--- src/rtl/adder_share_arbiter_pkg.sv ---
// adder_share_arbiter_pkg: FSM states and default sizing shared by the arbiter and its adder
package adder_share_arbiter_pkg;
  typedef enum logic [1:0] {IDLE, LATCH, EXEC, RESP} state_e;
  localparam int DEF_NUM_REQ = 4;
  localparam int DEF_WIDTH = 4;
  localparam int DEF_CNT_W = 8;
endpackage

--- src/rtl/adder_share_arbiter_signed_add_ovf.sv ---
// adder_share_arbiter_signed_add_ovf: ripple-carry signed adder (cin=0) with overflow flag
module full_adder (
  input  logic a_i,
  input  logic b_i,
  input  logic c_i,
  output logic s_o,
  output logic c_o
);
  assign s_o = a_i ^ b_i ^ c_i;
  assign c_o = (a_i & b_i) | (c_i & (a_i ^ b_i));
endmodule

module signed_add_ovf #(
  parameter int WIDTH = adder_share_arbiter_pkg::DEF_WIDTH
) (
  input  logic [WIDTH-1:0] a_i,
  input  logic [WIDTH-1:0] b_i,
  output logic [WIDTH-1:0] sum_o,
  output logic             ovf_o
);
  logic [WIDTH:0] c;
  assign c[0] = 1'b0;
  for (genvar i = 0; i < WIDTH; i++) begin : g_fa
    full_adder u_fa (.a_i(a_i[i]), .b_i(b_i[i]), .c_i(c[i]), .s_o(sum_o[i]), .c_o(c[i+1]));
  end
  // carry into and out of the sign bit disagree exactly on signed overflow
  assign ovf_o = c[WIDTH] ^ c[WIDTH-1];
endmodule

--- src/rtl/adder_share_arbiter.sv ---
// adder_share_arbiter: round-robin sequencer sharing one signed adder among NUM_REQ requesters
module adder_share_arbiter
  import adder_share_arbiter_pkg::*;
#(
  parameter int NUM_REQ = DEF_NUM_REQ,
  parameter int WIDTH = DEF_WIDTH,
  parameter int CNT_W = DEF_CNT_W
) (
  input  logic                     clk,
  input  logic                     rst,
  input  logic [NUM_REQ-1:0]       req,
  input  logic [NUM_REQ*WIDTH-1:0] a_flat,
  input  logic [NUM_REQ*WIDTH-1:0] b_flat,
  output logic [NUM_REQ-1:0]       grant,
  output logic                     result_valid,
  output logic [WIDTH-1:0]         sum_out,
  output logic                     ovf_out,
  output logic                     busy,
  output logic [CNT_W-1:0]         op_count
);
  localparam int IDX_W = $clog2(NUM_REQ);
  state_e state_q, state_d;
  logic [IDX_W-1:0] rr_q, rr_d, win_q, win_d;
  logic [WIDTH-1:0] op_a_q, op_a_d, op_b_q, op_b_d, sum_q, sum_d, add_sum;
  logic ovf_q, ovf_d, add_ovf;
  logic [CNT_W-1:0] cnt_q, cnt_d;

  // first set request scanning p, p+1, ... with wrap; descending loop lets the nearest win
  function automatic logic [IDX_W-1:0] rr_pick(input logic [NUM_REQ-1:0] r, input logic [IDX_W-1:0] p);
    int idx;
    rr_pick = p;
    for (int k = NUM_REQ - 1; k >= 0; k--) begin
      idx = (int'(p) + k) % NUM_REQ;
      if (r[idx]) rr_pick = IDX_W'(idx);
    end
  endfunction

  signed_add_ovf #(.WIDTH(WIDTH)) u_add (.a_i(op_a_q), .b_i(op_b_q), .sum_o(add_sum), .ovf_o(add_ovf));

  always_ff @(posedge clk) begin
    if (rst) begin
      state_q <= IDLE;
      rr_q <= '0;
      win_q <= '0;
      op_a_q <= '0;
      op_b_q <= '0;
      sum_q <= '0;
      ovf_q <= 1'b0;
      cnt_q <= '0;
    end else begin
      state_q <= state_d;
      rr_q <= rr_d;
      win_q <= win_d;
      op_a_q <= op_a_d;
      op_b_q <= op_b_d;
      sum_q <= sum_d;
      ovf_q <= ovf_d;
      cnt_q <= cnt_d;
    end
  end

  always_comb begin
    state_d = (state_q == IDLE) ? (|req ? LATCH : IDLE) :
              (state_q == LATCH) ? EXEC :
              (state_q == EXEC) ? RESP : IDLE;
  end

  always_comb begin
    win_d = (state_q == IDLE && |req) ? rr_pick(req, rr_q) : win_q;
    op_a_d = (state_q == LATCH) ? a_flat[win_q*WIDTH +: WIDTH] : op_a_q;
    op_b_d = (state_q == LATCH) ? b_flat[win_q*WIDTH +: WIDTH] : op_b_q;
    sum_d = (state_q == EXEC) ? add_sum : sum_q;
    ovf_d = (state_q == EXEC) ? add_ovf : ovf_q;
    rr_d = (state_q == RESP) ? IDX_W'((int'(win_q) + 1) % NUM_REQ) : rr_q;
    cnt_d = (state_q == RESP && !(&cnt_q)) ? cnt_q + CNT_W'(1) : cnt_q;
  end

  always_comb begin
    grant = (state_q == RESP) ? NUM_REQ'(1) << win_q : '0;
    result_valid = (state_q == RESP);
    busy = (state_q != IDLE);
  end

  assign sum_out = sum_q;
  assign ovf_out = ovf_q;
  assign op_count = cnt_q;
endmodule

--- config.mk ---
export PLATFORM = sky130hd
export DESIGN_NAME = adder_share_arbiter
export DESIGN_NICKNAME = d
export VERILOG_FILES = /design/src/rtl/adder_share_arbiter_pkg.sv /design/src/rtl/adder_share_arbiter_signed_add_ovf.sv /design/src/rtl/adder_share_arbiter.sv
export SDC_FILE = /design/constraint.sdc
export NUM_CORES = 1
export LEC_CHECK = 0
export CORE_MARGIN = 2
export CORE_UTILIZATION = 48
export CTS_CLUSTER_SIZE = 28
export DETAILED_ROUTE_END_ITERATION = 8
export PLACE_DENSITY = 0.92
export SYNTH_ARGS = -nofsm -noshare
export SYNTH_HDL_FRONTEND = slang
export SYNTH_SLANG_ARGS = --single-unit
--- constraint.sdc ---
create_clock -name clk -period 4.3 [get_ports clk]
set_input_delay 0.43 -clock clk [delete_from_list [all_inputs] [get_ports clk]]
set_output_delay 0.43 -clock clk [all_outputs]
set_load 0.1 [all_outputs]
# Yosys cells after proc, flatten, opt, wreduce, memory -nomap -nowiden
# Cells that the tools add are included.
# W data, S select, Z words.
# op_classes
add_sub_neg,5
order_cmp,4
bitwise_logic,21
n_eq_ne,3
n_reduce_logical,10
muxes,20
shift,3
# ops
operator,n
$shiftx A16 B5 Y4,2
$mux W2,7
$lt A3 B4 Y1 const B,3
$add A8 B1 Y8 const B,1
$bmux W1 S2,4
$mux W1,8
$reduce_and A8 Y1,1
$xor A1 B1 Y1,8
$and A1 B1 Y1,7
$reduce_or A2 Y1,3
$add A2 B1 Y2 const B,2
$add A2 B2 Y2 const B,2
$eq A2 B2 Y1 const B,2
$mux W4,1
$reduce_or A4 Y1,1
$shl A1 B2 Y4 const A,1
$and A1 B1 Y1 const A,3
$lt A2 B3 Y1 const B,1
$or A1 B1 Y1,3
$eq A2 B1 Y1 const B,1
$logic_and A1 B1 Y1,2
$logic_not A2 Y1,1
$reduce_bool A2 Y1,1
$logic_not A1 Y1,1
# totals
register_bits,27
word_cells,74
output_inout_bits,19
in_bits,38

# Logic depth before layout (Yosys ltp)
# Gate-level depths: netlist of the first run.
# logic_depth
depth_word,10
mapped_depth,8
ltp_nobuf,8

# Cells and area by module
# From an unflattened synthesis of the first run, not the netlist that was laid out.
# hier_totals
hier_cells,149
area_unflattened_um2,1585.3
# by_module_without_submodules
mod,area_per_inst_um2,cells_each,seq_area_each_um2,n_inst
adder_share_arbiter,1492.7,143,540.5,1
full_adder,20.0,1,0.0,4
signed_add_ovf,12.5,2,0.0,1

# Least setup slack after synthesis of the first run
# OpenSTA, ideal clock, no wires.
# synth_timing
kind,register -> output
start,register state_q[1]
end,output port grant[0]
stages_incl_launch_ff,4
path_slack_ns,1.588
required_ns,3.870
arrival_time_ns,2.282
n_path_buf,1
cell_sequence,dfxtp_1 -> ha_1 -> buf_2 -> and2_1
# synth_via
elab_chain_cells,2
# synth_rtl
item,line_no,text
"start, declared",adder_share_arbiter.sv:22,"state_e state_q, state_d;"
"start signal, assigned",adder_share_arbiter.sv:51,state_q <= state_d;
$eq A2 B2 Y1,n/a,
via result_valid,adder_share_arbiter.sv:15,"output logic result_valid,"
$mux W4,adder_share_arbiter.sv:79,grant = (state_q == RESP) ? NUM_REQ'(1) << win_q : '0;
"end, declared",adder_share_arbiter.sv:14,"output logic [NUM_REQ-1:0] grant,"
# The timed path passes the listed nets, and every way through them passes these cells.

# Final worst setup path of the first run
# layout_timing
start,register win_q[0]
end,output port grant[1]
# layout_via
elab_chain_cells,2
# layout_rtl
item,line_no,text
"start, declared",adder_share_arbiter.sv:23,"logic [IDX_W-1:0] rr_q, rr_d, win_q, win_d;"
"start signal, assigned",adder_share_arbiter.sv:53,win_q <= win_d;
$shl A1 B2 Y4,adder_share_arbiter.sv:79,
$mux W4,adder_share_arbiter.sv:79,
# Every way passes these cells.

==> results.md, run 1 <==
- Outcome: completed
- Post-Synth Simple-Gate Area: 0.181
- # diodes: 0
- CTS tree: done
- Kind of critical path: register to output pin
- DR iter-0 viols: 102
- Fill cells: 239
- Row Count: 20
- Finished Core Util: 0.706
- Post-Synth Adder-Cell Area: 0.126
- Clk pwr share: 0.201
- Post-detail-place hpwl: 2.55 mm
- Antenna Nets Post-Route: 0
- Sw Share: 0.295
- Worst path max stage delay: 1.13 ns
- PD cells: 245 nW/um^2
- Largest family of logic cells by synthesized area: multiplexers
- Top post-synthesis cells by area: dfxtp_1 (34%), mux4_2 (11%), ha_1 (8.8%), mux2i_1 (8.3%), nor2_1 (5.5%)
- Port Buf Inserts: 56
- Fin crit share: 0.706
- Core area: 3080 um^2
- Die H: 61.2 um
- Clk_lat worst skew: 0.31 ns
- Pin count of the biggest net entering global routing: 29
- Critical Path RT: 3.87 ns
- Ys async rst share: 0
- Synth Flop Type: dfxtp_1
- Sequential area share after synthesis: 0.344
- Drt drc: 0
- Slowest CP cell: clkdlybuf4s50_1
- Setup violations, final: 0
- Hold buffers post-CTS: 0
- VDD IR max: 143 uV
- Layout cells sized above 1: 0.0718
- Number of flops mapped to enable cells by yosys: 0
- Final Max Slew Viols: 0
- Synth Instances: 157
- Global Route Usage Sum: 0.192
- Synthesized area per cell: 10.0 um^2
- Synth unique cells: 35
- Root cell of the clock tree: clkbuf_4
- Leading cell types by count after synthesis: dfxtp_1 (27), nor2_1 (23), mux2i_1 (13)
- GR Overflow Total: 0
- Syn Nets: 209
- Comb power frac: 0.276
- Post-CTS Setup Bufs: 0
- Yosys reg bits: 27
- Max-Cap Viols: 0
- Crit path buf inv count: 1
- Slew @ Worst Pin: 0.988 ns
- Final Power: 532 uW
- Synthesized area: 1570 um^2
- Post-synthesis mux area share: 0.198
- Hold slack: 0.510 ns
- Clk slew on worst S/H paths: 0.14 ns
- Area grow syn2layout: 38.3%
- Internal Pwr Total: 375 uW
- RePlAce Congestion: 0.773
- Worst Hold Class: register to register
- First-pass GRT wire length: 5.38 mm
- Top delay family on crit path: buffers and inverters
- Clock skew: 0.00622 ns
- H-tree levels: 1
- Leak: 0.000823 uW
- Initial core utilization: 0.510
- Synth Area in Compound Gates: 0.0821
- Total routed wirelength: 3.24 mm
- XOR/XNOR share of the synthesized area: 0.0223
- Setup tns final: 0 ns
- Worst setup SP type: register
- YS warnings: 0
- Most frequent cell after synthesis: dfxtp_1
- Fmax: 0.330 GHz
- Crit path arrival time: 2.60 ns
- Clock sinks: 27
- DRT Pass-1 Iters: 4
- Post-CTS resize count: 0
- Critical-path cell list: ha_1, and2_1, clkdlybuf4s50_1
- Routed vias: 1316
- Worst slew margin: 0.339
- CTS max path bufs: 2
- Final min period: 3.03 ns
- Num CTS Buffers: 3
- Reg power frac: 0.523
- CP endpoint kind: output pin
- I/O pin cnt: 57
- Unrepaired setup endpoints after global routing: false
- Largest fanout on the critical path: 13
- Psw: 157 uW
- Initial antenna violation count: 0
- Fin nets: 262
- Vias per Instance: 5.20
- DIE WIDTH: 61.2 um
- Vias in the first global route: 1214
- Synth area leader: dfxtp_1
- Die area: 3740 um^2
- Final hold violations: 0
- Wire length per cell: 12.8 um
- Synth top area share: 0.344
-- tightest hold or removal path: cells and delay by family (launching register included) --
kind               cells  cell delay, ns
and+or+nand+nor        1            0.08
AOI/OAI and AO/OA      1            0.05
DFF                    1            0.35
-- cell usage in the layout, fill, tap and decap left out, types with 3 or more instances in the layout --
cell type and instances:
clkdlybuf4s50_1 56, mux2i_1 13, a211oi_1 4, fa_1 3, nand3_1 3, nor2b_1 3
nor3_1 3, nor2_1 23, nand2b_1 5, a21oi_1 7, inv_1 9, dfxtp_1 27
ha_1 11, nand2_1 5, clkbuf_4 3, mux4_2 8, and2_1 5
-- layout make-up --
cell class	count	area (um^2)	share of cell area
multi-input cells	113	956	0.440
repair buffers	56	561	0.258
flip-flops and latches	27	541	0.249
well taps	44	55.1	0.0253
inverters	9	33.8	0.0156
clock buffers	4	26.3	0.0121
-- state kept, by name, indices dropped and copies added (netlist names) --
name,flops
sum_out,4
win_q,2
op_a_q,4
state_q,2
op_count,8
rr_q,2
op_b_q,4
ovf_out,1
-- final timing paths --
| check | startpoint | end | slack (ns) | depth (start not counted) |
|---|---|---|---|---|
| hold reg to reg | rr_q[0] | rr_q[0] | 0.51 | 2 |
| setup reg to reg | op_a_q[0] | ovf_out | 2.20 | 8 |
| setup / recovery | win_q[0] | grant[1] | 1.27 | 3 |
| hold / removal | rr_q[0] | rr_q[0] | 0.51 | 2 |
-- power groups by stage --
stage / Combinational [uW] / Sequential, uW / Clock, uW
global route: 159 / 281 / 123
floorplan: 85.8 / 290 / 0
CTS: 148 / 278 / 110
detailed placement: 147 / 284 / 0
finish: 147 / 278 / 107
global placement: 142 / 283 / 0
-- cells by family after synthesis --
logic type / after synthesis
AO/OA/AOI/OAI: 19
XOR/XNOR: 4
adder cells (fa/ha/maj): 14
buffers and inverters: 17
flip-flops: 27
multiplexers: 21
AND/OR/NAND/NOR: 55
-- per-stage QoR --
stage / instance area (um^2) / setup WS, ns / cells
floorplan: 1570 / 1.59 / 157
global placement: 2150 / 1.63 / 249
detailed placement: 2150 / 1.60 / 249
CTS: 2170 / 1.23 / 253
global route: 2170 / 1.06 / 253
finish: 2170 / 1.27 / 253
-- layer usage --
layer / GRT usage / routed length (um) / vias to the layer above
met1: 0.259 / 1400 / 627
met5: 0 / 0 / -
met3: 0.0294 / 118 / 2
li1: - / - / 653
met2: 0.324 / 1690 / 34
met4: 0.0466 / 27 / 0
Note: power is estimated with default switching activity, not from simulation.
==> run 2, diff against run 1 <==
Settings changed: CORE_UTILIZATION 48 to 40, PLACE_DENSITY 0.92 to 0.83.
Clock period 4.3 ns to 2.5 ns, I/O delays scaled along.
==> results.md, run 2 (synthesis results as in run 1) <==
- Outcome: completed
- Initial antenna violation count: 0
- Fill cells: 336
- Area grow syn2layout: 39.6%
- Area post-placement: 2150 um^2
- PD cells: 445 nW/um^2
- First-pass GRT wire length: 5.40 mm
- Worst slew margin: 0.639
- Total routed wirelength: 3.15 mm
- H-tree levels: 1
- Hold buffers post-CTS: 0
- # diodes: 0
- Leak: 0.000885 uW
- Slew @ Worst Pin: 0.541 ns
- Setup ws final: 0.451 ns
- Wire length per cell: 12.2 um
- Clk pwr share: 0.254
- I/O pin cnt: 57
- Root cell of the clock tree: clkbuf_8
- Reg power frac: 0.483
- Clock sinks: 27
- Critical Path RT: 2.69 ns
- Min-Delay Path Depth: 2
- CP endpoint kind: register
- Core area: 3720 um^2
- Unrepaired setup endpoints after global routing: false
- Clk slew on worst S/H paths: 0.09 ns
- R2r setup slk: 0.45 ns
- Comb power frac: 0.264
- GR Overflow Total: 0
- Die area: 4440 um^2
- Kind of critical path: register to register
- Worst R2R End: ovf_out
- Final hold violations: 0
- CTS max path bufs: 2
- Fmax: 0.488 GHz
- Routed vias: 1310
- CTS tree: done
- Pin count of the biggest net entering global routing: 20
- Final Max Slew Viols: 0
- Post-CTS Setup Bufs: 0
- Num CTS Buffers: 3
- Clock skew: 0.00189 ns
- Hold_sp: sum_out[1]
- Worst Hold Class: register to register
- Port Buf Inserts: 56
- Post-CTS resize count: 0
- Vias in the first global route: 1248
- Crit path arrival time: 2.24 ns
- Layout cells sized above 1: 0.180
- Setup tns final: 0 ns
- DRT Pass-1 Iters: 4
- Worst reg2reg path depth: 8
- Setup violations, final: 0
- Leading cell type in the layout, fill and taps excluded: clkdlybuf4s50_1
- Register area: 541 um^2
- Area of the multi-input gates: 958 um^2
- VDD IR max: 261 uV
- RePlAce Congestion: 0.796
- Post-place setup slack: 0.479 ns
- Antenna Nets Post-Route: 0
- Worst Hold Path EP: sum_out[1]
- Psw: 284 uW
- Final min period: 2.05 ns
- Die H: 66.7 um
- Commonest non-fill, non-tap cells in the layout: clkdlybuf4s50_1 (37), dfxtp_1 (27), nor2_1 (23)
- DR iter-0 viols: 37
- Initial core utilization: 0.423
- Worst setup SP type: register
- Fin nets: 264
- Clk_lat worst skew: 0.27 ns
- Max-Cap Viols: 0
- Post-route cell area: 2190 um^2
- Row Count: 22
- Sw Share: 0.290
- Drt drc: 0
- Vias per Instance: 5.06
- Largest fanout on the critical path: 2
- DIE WIDTH: 66.7 um
- Reg2Reg Launch Point: op_a_q[0]
- Fin crit share: 0.820
- Post-detail-place hpwl: 2.45 mm
- Internal Pwr Total: 693 uW
- Flip-flop count of the largest register after layout: 8
- Global Route Usage Sum: 0.155
-- run 2: power groups by stage --
stage | Sequential (uW) | Combinational [uW] | Clock, uW
after global placement | 481 | 256 | 0
after floorplan | 499 | 148 | 0
final | 471 | 257 | 248
after detailed placement | 482 | 260 | 0
after global routing | 476 | 281 | 277
after CTS | 472 | 261 | 255
-- run 2: layout make-up --
class | instances | share of cell area
timing repair buffer | 58 | 0.252
clock inverter | 1 | 0.00228
tap | 48 | 0.0274
sequential | 27 | 0.247
inverter | 9 | 0.0154
multi-input combinational | 113 | 0.437
clock buffer | 3 | 0.0188
-- run 2: through the flow --
step | power (uW) | hold WS (ns) | utilization | std cells
after CTS | 987 | 0.499 | 0.590 | 259
final | 977 | 0.499 | 0.590 | 259
after global routing | 1030 | 0.523 | 0.590 | 259
after global placement | 736 | 0.476 | 0.577 | 255
after floorplan | 647 | 0.460 | - | 157
after detailed placement | 741 | 0.486 | 0.577 | 255
-- run 2: how the worst max path moves through the flow --
stage,from,endpoint,slack (ns),cells past startpoint
after CTS,op_a_q[0],ovf_out,0.46,8
final,op_a_q[0],ovf_out,0.45,8
after global placement,op_a_q[0],ovf_out,0.54,8
after detailed placement,op_a_q[0],ovf_out,0.48,8
after floorplan,state_q[1],grant[0],0.30,3
after global routing,op_a_q[0],ovf_out,0.39,8
-- run 2: worst max-delay path, cell delays in order (launching register included) --
cell and delay (ns):
dfxtp_1 0.33, ha_1 0.20, inv_1 0.06, fa_1 0.16
inv_1 0.05, fa_1 0.41, fa_1 0.39, xnor2_1 0.13
a211oi_1 0.22
-- run 2: metal layers --
metal	share of wire	up-vias	global-route usage	wire length, um
met3	0.060	2	0.0355	190
met4	0.0054	0	0.0306	17
met2	0.46	37	0.266	1440
li1	-	658	-	-
met5	0	-	0	0
met1	0.48	613	0.200	1500
==> run 3, diff against run 2 <==
Clock period 2.5 ns to 1.8 ns, I/O delays scaled along.
==> results.md, run 3 (synthesis results as in run 1) <==
- Critical Path RT: 1.99 ns
- Min-Delay Path Depth: 1
- Clk_lat worst skew: 0.27 ns
- Finished Core Util: 0.626
- Post-route cell area: 2330 um^2
- Layout cells sized above 1: 0.292
- Leading cell type in the layout, fill and taps excluded: clkdlybuf4s50_1
- GR Overflow Total: 0
- Failing checks: negative setup slack
- Area grow syn2layout: 48.2%
- VDD IR max: 306 uV
- Die H: 66.7 um
- Fmax: 0.535 GHz
- Placed cells: 259
- Clk slew on worst S/H paths: 0.09 ns
- Final hold violations: 0
- Final Max Slew Viols: 0
- Setup violations, final: 2
- Num CTS Buffers: 3
- Fin crit share: 1.04
- Leak: 0.000924 uW
- Vias per Instance: 4.98
- Commonest non-fill, non-tap cells in the layout: clkdlybuf4s50_1 (37), nor2_1 (23), buf_4 (20)
- Post-detail-place hpwl: 2.52 mm
- Hold slack: 0.487 ns
- # diodes: 0
- Wire length per cell: 12.2 um
- Antenna Nets Post-Route: 0
- Setup ws final: -0.0704 ns
- Outcome: complete, but fails checks
- Worst slew margin: 0.679
- Fill cells: 303
- Final Power: 1390 uW
- Row Count: 22
- Slew @ Worst Pin: 0.481 ns
- Clock sinks: 27
- Root cell of the clock tree: clkbuf_8
- Core area: 3720 um^2
- DR iter-0 viols: 67
- RePlAce Congestion: 0.763
- CTS tree: done
- Hold buffers post-CTS: 0
- PD cells: 596 nW/um^2
- H-tree levels: 1
- Total routed wirelength: 3.21 mm
- R2r setup slk: -0.07 ns
- Unrepaired setup endpoints after global routing: true
- Initial antenna violation count: 0
- First-pass GRT wire length: 5.64 mm
- Max-Cap Viols: 0
- Final min period: 1.87 ns
- CP endpoint kind: register
- Vias in the first global route: 1285
- Routed vias: 1314
- Worst setup SP type: register
- Largest fanout on the critical path: 2
- Worst reg2reg path depth: 8
- Die area: 4440 um^2
- Port Buf Inserts: 56
- Worst Hold Class: register to register
- Fin nets: 269
- DRT Pass-1 Iters: 4
- Drt drc: 0
- Pin count of the biggest net entering global routing: 27
- Kind of critical path: register to register
- Global Route Usage Sum: 0.164
- Initial core utilization: 0.423
- Clock skew: 0.00740 ns
- Area post-placement: 2260 um^2
- CTS max path bufs: 2
- Crit path arrival time: 2.06 ns
- Final cell count without fillers: 264
- Flip-flop count of the largest register after layout: 8
- DIE WIDTH: 66.7 um
- I/O pin cnt: 57
-- run 3: final timing paths --
| check | endpoint | startpoint |
|---|---|---|
| worst max-delay path | ovf_out | op_a_q[0] |
| worst min-delay path | op_count[6] | op_count[6] |
| worst max register to register | ovf_out | op_a_q[0] |
| worst min register to register | op_count[6] | op_count[6] |
-- run 3: cell type report --
cell class	instances	area, um^2	share of cell area
inverters	9	33.8	0.0145
well taps	48	60.1	0.0258
repair buffers	63	641	0.275
multi-input cells	113	993	0.427
clock inverters	1	5.00	0.00215
clock buffers	3	41.3	0.0177
flip-flops and latches	27	553	0.238
-- run 3: routing by layer --
metal / GRT usage / wire (um)
met1: 0.212 / 1460
met2: 0.275 / 1490
met3: 0.0270 / 201
met4: 0.0587 / 58
met5: 0 / 0
-- run 3: metrics by stage --
| step | setup TNS, ns | setup WS [ns] |
|---|---|---|
| finish | -0.139 | -0.0704 |
| global route | -0.345 | -0.180 |
| CTS | -0.149 | -0.0786 |
| detailed placement | -0.257 | -0.136 |
| global placement | -0.0799 | -0.0403 |
| floorplan | -0.0364 | -0.0265 |
-- run 3: power by group --
part           total, uW  internal [uW]  switching, uW  leakage [uW]
clock network        344            155            188     0.0000255
registers            655            629           25.9      0.000224
logic                389            200            189      0.000675
total               1390            984            404      0.000924
-- run 3: critical path, stage by stage, from the launching register on --
cell and delay (ns):
dfxtp_2 0.35, ha_4 0.16, inv_2 0.05, fa_2 0.19
inv_2 0.04, fa_2 0.34, fa_2 0.35, xnor2_1 0.14
a211oi_1 0.18
-- run 3: repair_timing --
action                                 in CTS  in global routing
setup buffers                               0                  1
setup endpoints to repair                   2                  2
endpoints found under the hold margin       0                  0
gates resized for setup                     7                  0
pin swaps                                   1                  0
cloned                                      0                  0
